**src/rtl/ps2_key_event_fifo.sv**
```systemverilog
// PS/2 set-2 keyboard event decoder: prefix FSM, Shift/Caps tracking, repeat
// filtering and a first-word-fall-through event FIFO with a valid/ready pop.

module scanToAscii (
  input  logic [7:0] i_scan_code,
  input  logic       i_extended,
  input  logic       i_letter_case,
  input  logic       i_shift,
  output logic [7:0] o_ascii
);
  logic [7:0] w_upper;
  logic [7:0] w_plain;
  logic [7:0] w_shifted;
  logic [7:0] w_ext_code;

  always_comb begin
    w_upper    = '0;
    w_plain    = '0;
    w_shifted  = '0;
    w_ext_code = '0;
    case (i_scan_code)
      8'h1C: w_upper = 8'h41; 8'h32: w_upper = 8'h42; 8'h21: w_upper = 8'h43;
      8'h23: w_upper = 8'h44; 8'h24: w_upper = 8'h45; 8'h2B: w_upper = 8'h46;
      8'h34: w_upper = 8'h47; 8'h33: w_upper = 8'h48; 8'h43: w_upper = 8'h49;
      8'h3B: w_upper = 8'h4A; 8'h42: w_upper = 8'h4B; 8'h4B: w_upper = 8'h4C;
      8'h3A: w_upper = 8'h4D; 8'h31: w_upper = 8'h4E; 8'h44: w_upper = 8'h4F;
      8'h4D: w_upper = 8'h50; 8'h15: w_upper = 8'h51; 8'h2D: w_upper = 8'h52;
      8'h1B: w_upper = 8'h53; 8'h2C: w_upper = 8'h54; 8'h3C: w_upper = 8'h55;
      8'h2A: w_upper = 8'h56; 8'h1D: w_upper = 8'h57; 8'h22: w_upper = 8'h58;
      8'h35: w_upper = 8'h59; 8'h1A: w_upper = 8'h5A;
      default: w_upper = '0;
    endcase
    case (i_scan_code)
      8'h16: begin w_plain = 8'h31; w_shifted = 8'h21; end
      8'h1E: begin w_plain = 8'h32; w_shifted = 8'h40; end
      8'h26: begin w_plain = 8'h33; w_shifted = 8'h23; end
      8'h25: begin w_plain = 8'h34; w_shifted = 8'h24; end
      8'h2E: begin w_plain = 8'h35; w_shifted = 8'h25; end
      8'h36: begin w_plain = 8'h36; w_shifted = 8'h5E; end
      8'h3D: begin w_plain = 8'h37; w_shifted = 8'h26; end
      8'h3E: begin w_plain = 8'h38; w_shifted = 8'h2A; end
      8'h46: begin w_plain = 8'h39; w_shifted = 8'h28; end
      8'h45: begin w_plain = 8'h30; w_shifted = 8'h29; end
      8'h4E: begin w_plain = 8'h2D; w_shifted = 8'h5F; end
      8'h55: begin w_plain = 8'h3D; w_shifted = 8'h2B; end
      8'h41: begin w_plain = 8'h2C; w_shifted = 8'h3C; end
      8'h49: begin w_plain = 8'h2E; w_shifted = 8'h3E; end
      8'h4A: begin w_plain = 8'h2F; w_shifted = 8'h3F; end
      8'h29: begin w_plain = 8'h20; w_shifted = 8'h20; end
      8'h5A: begin w_plain = 8'h0D; w_shifted = 8'h0D; end
      8'h66: begin w_plain = 8'h08; w_shifted = 8'h08; end
      8'h0D: begin w_plain = 8'h09; w_shifted = 8'h09; end
      8'h76: begin w_plain = 8'h1B; w_shifted = 8'h1B; end
      default: begin w_plain = '0; w_shifted = '0; end
    endcase
    // Extended keys: arrows map to DC1..DC4 control codes, Delete to DEL
    case (i_scan_code)
      8'h75: w_ext_code = 8'h11;
      8'h72: w_ext_code = 8'h12;
      8'h6B: w_ext_code = 8'h13;
      8'h74: w_ext_code = 8'h14;
      8'h5A: w_ext_code = 8'h0D;
      8'h4A: w_ext_code = 8'h2F;
      8'h71: w_ext_code = 8'h7F;
      default: w_ext_code = '0;
    endcase
    if (i_extended)
      o_ascii = w_ext_code;
    else if (w_upper != '0)
      o_ascii = i_letter_case ? w_upper : (w_upper | 8'h20);
    else
      o_ascii = i_shift ? w_shifted : w_plain;
  end
endmodule

module ps2_key_event_fifo #(
  parameter int FIFO_DEPTH   = 8,
  parameter int REPORT_BREAK = 0,
  parameter int AUTO_REPEAT  = 1
) (
  input  logic                         sysclk,
  input  logic                         reset,
  input  logic                         scan_valid,
  input  logic [7:0]                   scan_code,
  input  logic                         key_ready,
  output logic                         key_valid,
  output logic [7:0]                   key_ascii,
  output logic                         key_release,
  output logic                         key_extended,
  output logic [$clog2(FIFO_DEPTH):0]  fifo_count,
  output logic                         overflow,
  output logic                         shift_active,
  output logic                         caps_lock
);
  localparam int unsigned AW = $clog2(FIFO_DEPTH);

  typedef enum logic [1:0] {S_IDLE, S_EXT, S_BRK, S_EXT_BRK} state_t;

  state_t        r_state, w_state_n;
  logic          w_evt, w_rel, w_ext, w_ignore;
  logic          r_shift, r_caps, r_caps_held, r_overflow;
  logic [8:0]    r_last_make;
  logic [8:0]    w_key;
  logic          w_is_shift, w_is_caps, w_repeat, w_queue;
  logic [7:0]    w_ascii;
  logic [9:0]    r_mem [FIFO_DEPTH];
  logic [9:0]    w_head;
  logic [AW-1:0] r_wr, r_rd;
  logic [AW:0]   r_count;
  logic          w_nonempty, w_full, w_pop, w_wr;

  assign w_ignore = scan_code inside {8'hE1, 8'hAA, 8'hFA, 8'hEE, 8'hFE, 8'hFC, 8'h00, 8'hFF};

  always_comb begin
    w_state_n = r_state;
    w_evt     = 1'b0;
    w_rel     = 1'b0;
    w_ext     = 1'b0;
    if (scan_valid) begin
      case (r_state)
        S_IDLE: begin
          if (scan_code == 8'hE0)      w_state_n = S_EXT;
          else if (scan_code == 8'hF0) w_state_n = S_BRK;
          else if (!w_ignore)          w_evt     = 1'b1;
        end
        S_EXT: begin
          if (scan_code == 8'hF0) w_state_n = S_EXT_BRK;
          else if (scan_code != 8'hE0) begin
            w_evt     = 1'b1;
            w_ext     = 1'b1;
            w_state_n = S_IDLE;
          end
        end
        S_BRK: begin
          w_evt     = 1'b1;
          w_rel     = 1'b1;
          w_state_n = S_IDLE;
        end
        S_EXT_BRK: begin
          w_evt     = 1'b1;
          w_rel     = 1'b1;
          w_ext     = 1'b1;
          w_state_n = S_IDLE;
        end
        default: w_state_n = S_IDLE;
      endcase
    end
  end

  scanToAscii u_scan_to_ascii (
    .i_scan_code   (scan_code),
    .i_extended    (w_ext),
    .i_letter_case (r_shift ^ r_caps),
    .i_shift       (r_shift),
    .o_ascii       (w_ascii)
  );

  assign w_key      = {w_ext, scan_code};
  assign w_is_shift = !w_ext && (scan_code == 8'h12 || scan_code == 8'h59);
  assign w_is_caps  = (scan_code == 8'h58);
  assign w_repeat   = (r_last_make == w_key);
  assign w_queue    = w_evt && !w_is_shift && !w_is_caps && (w_ascii != '0) &&
                      (w_rel ? (REPORT_BREAK != 0) : ((AUTO_REPEAT != 0) || !w_repeat));

  // Count never exceeds FIFO_DEPTH (a power of two), so its MSB alone means full
  assign w_nonempty = (r_count != '0);
  assign w_full     = r_count[AW];
  assign w_pop      = w_nonempty && key_ready;
  assign w_wr       = w_queue && (!w_full || w_pop);

  always_ff @(posedge sysclk or posedge reset) begin
    if (reset) begin
      r_state     <= S_IDLE;
      r_shift     <= 1'b0;
      r_caps      <= 1'b0;
      r_caps_held <= 1'b0;
      r_last_make <= '0;
      r_overflow  <= 1'b0;
      r_wr        <= '0;
      r_rd        <= '0;
      r_count     <= '0;
    end else begin
      r_state <= w_state_n;
      if (w_evt && w_is_shift) r_shift <= !w_rel;
      if (w_evt && w_is_caps) begin
        if (w_rel) r_caps_held <= 1'b0;
        else if (!r_caps_held) begin
          r_caps      <= !r_caps;
          r_caps_held <= 1'b1;
        end
      end
      if (w_evt && !w_rel)              r_last_make <= w_key;
      else if (w_evt && w_rel && w_repeat) r_last_make <= '0;
      if (w_queue && w_full && !w_pop) r_overflow <= 1'b1;
      if (w_wr)  r_wr <= r_wr + 1'b1;
      if (w_pop) r_rd <= r_rd + 1'b1;
      case ({w_wr, w_pop})
        2'b10:   r_count <= r_count + 1'b1;
        2'b01:   r_count <= r_count - 1'b1;
        default: r_count <= r_count;
      endcase
    end
  end

  always_ff @(posedge sysclk) begin
    if (w_wr) r_mem[r_wr] <= {w_ascii, w_rel, w_ext};
  end

  assign w_head       = r_mem[r_rd];
  assign key_valid    = w_nonempty;
  assign key_ascii    = w_nonempty ? w_head[9:2] : '0;
  assign key_release  = w_nonempty ? w_head[1] : 1'b0;
  assign key_extended = w_nonempty ? w_head[0] : 1'b0;
  assign fifo_count   = r_count;
  assign overflow     = r_overflow;
  assign shift_active = r_shift;
  assign caps_lock    = r_caps;
endmodule

```
**config.mk**
```make
export PLATFORM = sky130hd
export DESIGN_NAME = ps2_key_event_fifo
export DESIGN_NICKNAME = d
export VERILOG_FILES = /design/src/rtl/ps2_key_event_fifo.sv
export SDC_FILE = /design/constraint.sdc
export NUM_CORES = 1
export LEC_CHECK = 0
export ABC_CLOCK_PERIOD_IN_PS = 12100
export BUFFER_PORTS_ARGS = -buffer_cell sky130_fd_sc_hd__buf_4
export CELL_PAD_IN_SITES_DETAIL_PLACEMENT = 0
export CELL_PAD_IN_SITES_GLOBAL_PLACEMENT = 1
export CORE_ASPECT_RATIO = 0.8
export CORE_MARGIN = 2
export CORE_UTILIZATION = 55
export CTS_BUF_LIST = sky130_fd_sc_hd__clkbuf_4 sky130_fd_sc_hd__clkbuf_8
export DETAILED_ROUTE_END_ITERATION = 6
export GPL_TIMING_DRIVEN = 0
export PLACE_DENSITY_LB_ADDON = 0.1
export SETUP_SLACK_MARGIN = 0.02
export SLEW_MARGIN = 20
export SYNTH_ARGS = -nofsm -noshare
export SYNTH_HDL_FRONTEND = slang
export SYNTH_HIERARCHICAL = 1
export SYNTH_SLANG_ARGS = --single-unit
```
**constraint.sdc**
```tcl
create_clock -name sysclk -period 12.1 [get_ports sysclk]
set_clock_uncertainty 0.15 [all_clocks]
set_input_delay 1.815 -clock sysclk [delete_from_list [all_inputs] [get_ports sysclk]]
set_output_delay 1.815 -clock sysclk [all_outputs]
set_load 0.05 [all_outputs]
```
=== Word level (Yosys, flattened, before mapping) ===
Memories as Yosys holds them, arrays and structs flattened.
Index checks and enable logic that the tools add are counted.

* Add/subtract/negate cells: 4
* Equal/unequal tests: 45
* Mux-type cells: 31
* Bitwise logic cells: 3
* Reduce and logical (&&, ||, !) cells: 30

{| class="wikitable"
|+ Operators with widths
! cell !! number
|-
| case mux 7 bit (20 select lines) || 1
|-
| equality test 8 x 7 -> 1 bit, second input constant || 17
|-
| case mux 6 bit (20 select lines) || 1
|-
| equality test 8 bit, second input constant || 9
|-
| equality test 8 x 6 -> 1 bit, second input constant || 7
|-
| case mux 7 bit (7 select lines) || 1
|-
| two-way mux 8 bit || 4
|-
| equality test 8 x 5 -> 1 bit, second input constant || 3
|-
| nonzero test 8 bit || 3
|-
| two-way mux 1 bit || 14
|-
| logical AND 1 bit || 11
|-
| equality test 8 x 4 -> 1 bit, second input constant || 1
|-
| zero test 8 bit || 1
|-
| two-way mux 2 bit || 4
|-
| inequality test 8 bit, second input constant || 1
|-
| case mux 4 bit (2 select lines) || 1
|-
| zero test 1 bit || 7
|-
| two-way mux 7 bit || 1
|-
| adder 3 x 1 -> 3 bit, second input constant || 2
|-
| equality test 2 bit, second input constant || 3
|-
| two-way mux 6 bit || 1
|-
| inequality test 3 bit, second input constant || 2
|-
| case mux 2 bit (3 select lines) || 1
|-
| AND reduction 3 bit || 2
|-
| other kinds (12) || 15
|}

* Bits in registers: 16
* Memory bits (writable): 80
* ROM bits: 768
* Output and inout bits: 18
* Memories kept: 2

{| class="wikitable"
|+ Memories
! name !! depth !! width !! rd ports !! clocked after memory_dff !! write ports !! line !! RTL
|-
| (no name shown) || 128 || 6 || 1 || 0 || 0 || 21 || <nowiki>case (i_scan_code)</nowiki>
|-
| r_mem || 8 || 10 || 1 || 0 || 1 || 106 || <nowiki>logic [9:0] r_mem [FIFO_DEPTH];</nowiki>
|}

=== Logic depth before layout (Yosys ltp) ===
* Depth in word-level cells: 15
* Mapped depth: 23
* Gate-level depth less buffers: 20

=== Hierarchy ===
The synthesis kept the hierarchy.

{| class="wikitable"
|+ Modules (own cells, without submodules)
! module !! instances !! cells each !! area each (sq um)
|-
| ps2_key_event_fifo || 1 || 239 || 4147.7
|-
| scanToAscii || 1 || 234 || 1619.1
|}

=== Worst setup path before layout ===
No wires, ideal clock.

* Path kind: input to register
* From: input port scan_code[1]
* To: memory r_mem[4][0] (enable)
* Arrival time: 5799 ps
* Setup slack: 5747 ps
* Stages: 15
* Buffers on the path: 2
* Cell sequence: clkbuf_1 -> inv_1 -> ha_1 -> clkbuf_1 -> mux2_2 -> a21oi_1 -> nor4_2 -> nor4_4 -> nand4_2 -> o22ai_1 -> nor4_1 -> a21oi_1 -> o2111ai_2 -> nor2_4 -> nor4bb_1

* Elaborated cells between the ends (all ways): 72
* Classes of those cells: 38 x eq/ne; 19 x mux; 14 x reduce/logical; 1 x memory

{| class="wikitable"
|+ RTL lines
! what !! line !! RTL
|-
| from (decl) || 84 || <nowiki>input logic [7:0] scan_code,</nowiki>
|-
| parallel branches: the longest is 5 deep, another holds memory read (128 x 6 bit) || -- ||
|-
| two-way mux 8 bit (*) || 67 || <nowiki>if (i_extended)</nowiki>
|-
| via w_ascii[1] || 105 || <nowiki>logic [7:0] w_ascii;</nowiki>
|-
| nonzero test 8 bit (*) || 162 || <nowiki>assign w_queue = w_evt && !w_is_shift && !w_is_caps && (w_ascii != '0) &&</nowiki>
|-
| logical AND 1 bit (*) (2 in series) || 162 ||
|-
| logical AND 1 bit (*) || 169 || <nowiki>assign w_wr = w_queue && (!w_full || w_pop);</nowiki>
|-
| two-way mux 1 bit (*) || 206 || <nowiki>if (w_wr) r_mem[r_wr] <= {w_ascii, w_rel, w_ext};</nowiki>
|-
| two-way mux 1 bit (implied by the code) (*) || 206 ||
|-
| to (decl) || 106 ||
|}

Mark *: on every way through the listed nets, which the timed path passes.

=== Final worst setup path ===
* From: input port scan_code[1]
* To: register r_count[2] (netlist: fifo_count[2])

* Elaborated cells between the ends (all ways): 74
* Classes of those cells: 40 x eq/ne; 18 x mux; 15 x reduce/logical; 1 x memory

{| class="wikitable"
|+ RTL lines
! what !! line !! RTL
|-
| parallel branches: the longest is 5 deep, another holds memory read (128 x 6 bit) || -- ||
|-
| two-way mux 8 bit (*) || 67 ||
|-
| via w_ascii[5] || 105 ||
|-
| nonzero test 8 bit (*) || 162 ||
|-
| logical AND 1 bit (*) (2 in series) || 162 ||
|-
| logical AND 1 bit (*) || 169 ||
|-
| equality test 2 x 1 -> 1 bit or equality test 2 bit (tied branches) || 197 || <nowiki>case ({w_wr, w_pop})</nowiki>
|-
| case mux 4 bit (2 select lines) or nonzero test 2 bit (tied branches) || -- ||
|-
| to (signal assigned) || 198 || <nowiki>2'b10: r_count <= r_count + 1'b1;</nowiki>
|-
| to (signal assigned) || 199 || <nowiki>2'b01: r_count <= r_count - 1'b1;</nowiki>
|-
| to (signal assigned) || 200 || <nowiki>default: r_count <= r_count;</nowiki>
|-
| to (decl) || 109 || <nowiki>logic [AW:0] r_count;</nowiki>
|}

Marks and branches as above.
A chain may end at the register's enable or synchronous reset.

==> results.ini <==
[clock_network]
clk_path_buf_depth=2
clock_latency_ns=0.36
cts-buffers-inserted=9
hold_buffers=0
cts_tree=built
root_buffer=clkbuf_8
postCtsSetupBuffers=0
post_cts_resized=0
ctsHtreeMaxLevel=3
clk_pin_slew_ns=0.09
clkSinkCount=96

[routing]
drt_iter0_drc=439
wl_um=14290
drc=0
dr.pass1.iters=5
avgViaCountPerCell=6.392
wl_per_cell_um=21.61
vias=4225
ant_nets=0

[placement]
placement.cell_area_mm2=0.006221
place_hpwl_um=10230
io_buffers=28
gp_congestion=0.9718

[critical_path]
worstRegToRegCells=18
worst-path-max-fanout=13
slowest_stage=a311oi_1
path_cells=buf_4 -> clkbuf_1 -> inv_1 -> ha_1 -> clkbuf_1 -> mux2_2 -> nand3_1 -> a311oi_1 -> nor4_4 -> nand3_1 -> mux2i_1 -> nor4_1 -> a21oi_1 -> o2111ai_2 -> nor2_4 -> inv_1 -> ha_1 -> xor2_1 -> ha_1 -> a21oi_1 -> xor2_1 -> nor2_1 -> xor2_1
cp.arrival_ns=7.14
critical_path.top_delay_family=compound AO/OA/AOI/OAI gates
cp.required_ns=12.19
crit_path_end_kind=flip-flop
start_kind=primary input
crit_type=primary input to flip-flop
cp_num_cells=23
cp_num_buf_inv=5
cp_slowest_stage_delay_ns=0.66

[power_and_ir_drop]
finalPower_mw=1.225
ir_drop_v=0.0001439
p_leak_nw=2.283
power.density_mw_per_mm2=190.3

[global_route]
globalRoute.totalOverflow=0
grt_usage=0.2602
grt_pass1_vias=3935
grt_max_degree=17
antenna_found_initial=0
grt_pass1_wl_um=22110

[floorplan]
die-area_mm2=0.01132
coreArea_mm2=0.01024
die_x_um=118.5
num_io_pins=30
die_h_um=95.59
rows=33
start_util=0.5632

[finish]
final_cell_area_mm2=0.006436
final_common_cell=edfxtp_1
drive_above_1_share=0.2342
antenna_cells=0
mostFrequentLayoutCells=edfxtp_1, nor2_1, buf_4, nand2_1, mux4_2
nets=540
nFillCells=831
area_delta_synth_final_pct=11.61

[flow_run]
maxCapViolCount=0

[synthesis]
ys_warn_count=6
synth_edf_count=80
ys_seq_area_frac=0.4860
async_flop_share=0.1667
synth_ff_type=edfxtp_1
netlist_top_cells_area=edfxtp_1, mux4_2, dfrtp_1, ha_1, mux2i_1
synth_seq_cells=96
synth_top_cell_area_share=0.4166
netlist_area_mm2=0.005767
synth_fp_nets=497
syn_avg_cell_area_um2=12.19
yosysTopAreaCell=edfxtp_1
synth_cells=473
yosysUniqueCellTypes=88

[sta]
setup_viol=0
post-route-period-util=0.5827
rsz0062_at_grt=false
drv_slew=0
slew_headroom=0.4145
worst_pin_slew_ns=0.8783
tns_ns=0
timing.fmax_mhz=141.8
fin_crit_ns=7.050
holdWs_ns=0.3458
finalHoldViolations=0

[outcome]
outcome=completed

[min_path]
hold_path_class=flip-flop to flip-flop
holdPathStages=2

layout make-up:
class | count | area [um2] | area share
Buffer | 40 | 232.7 | 0.03616
Timing Repair Buffer | 32 | 236.5 | 0.03674
Inverter | 15 | 56.30 | 0.008748
Clock buffer | 10 | 131.4 | 0.02041
Sequential cell | 96 | 2803 | 0.4355
Multi-Input combinational cell | 322 | 2718 | 0.4222
Clock inverter | 6 | 83.83 | 0.01302
Tap cell | 140 | 175.2 | 0.02722
cell usage after synthesis (6+ instances only):
| library cell | number |
|---|---|
| mux2_2 | 7 |
| mux4_2 | 20 |
| nor2b_1 | 7 |
| clkbuf_1 | 16 |
| inv_1 | 15 |
| xor2_1 | 8 |
| a31oi_1 | 6 |
| nand2b_1 | 10 |
| a211oi_1 | 6 |
| buf_6 | 7 |
| o21ai_0 | 19 |
| mux2i_1 | 14 |
| ha_1 | 12 |
| dfrtp_1 | 16 |
| nand2_1 | 22 |
| nor3b_1 | 6 |
| nor2_1 | 32 |
| nor4_1 | 8 |
| nand3_1 | 14 |
| edfxtp_1 | 80 |
| buf_2 | 12 |
| a21oi_1 | 14 |
final timing paths:
path / from / slack [ns] / to
max: scan_code[1] / 5.05 / fifo_count[2]
min: overflow / 0.35 / overflow
max reg2reg: r_state[1] / 7.02 / fifo_count[2]
min reg2reg: overflow / 0.35 / overflow
max in group asynchronous: reset / 10.01 / r_rd[1]
min in group asynchronous: reset / 1.37 / overflow
sequential cells by signal, indices dropped and copies added, names as in the netlist:
| signal | flops |
|---|---|
| fifo_count | 4 |
| shift_active | 1 |
| r_caps_held | 1 |
| r_state | 2 |
| caps_lock | 1 |
| r_wr | 3 |
| r_mem | 80 |
| overflow | 1 |
| r_rd | 3 |
kinds of logic after synthesis:
group                      count (synthesis)  synth area share
AOI/OAI and AO/OA                         98            0.1291
DFF                                       96            0.4860
xor gates and xnor gates                  12           0.01823
muxes                                     43            0.1213
buffers and inverters                     55           0.05012
and+or+nand+nor                          156            0.1686
adders and majority gates                 12           0.02604
other                                      1         0.0006503
per-stage QoR:
step / util / std cells / setup slack (ns)
finish: 0.6285 / 661 / 5.050
global route: 0.6285 / 661 / 4.687
CTS: 0.6285 / 661 / 5.133
detailed placement: 0.6075 / 645 / 4.763
global placement: 0.6008 / 641 / 3.635
floorplan: - / 473 / 5.747
layer usage:
layer  track usage  wire (um)  vias to the layer above
li1              -          -                     1935
met1        0.3803       6566                     2088
met2        0.3993       6471                      184
met3       0.06579       1119                       18
met4       0.04861        129                        0
met5             0          0                        -
worst reg2reg max path: stages, from the launching register on:
cell and delay, ns:
dfrtp_1 0.43, nand4b_1 0.31, o211a_4 0.39, clkbuf_1 0.25, a311oi_2 0.36, nand3_1 0.20
mux2i_1 0.62, nor4_1 0.23, a21oi_1 0.27, o2111ai_2 0.25, nor2_4 0.27, inv_1 0.10
ha_1 0.26, xor2_1 0.16, ha_1 0.18, a21oi_1 0.14, xor2_1 0.18, nor2_1 0.07
xor2_1 0.14
report_power, final:
group          internal (mW)  switching [mW]
Combinational          0.210           0.345
Clock                  0.118           0.106
Sequential             0.412          0.0348
(Power assumes the default switching activity.)
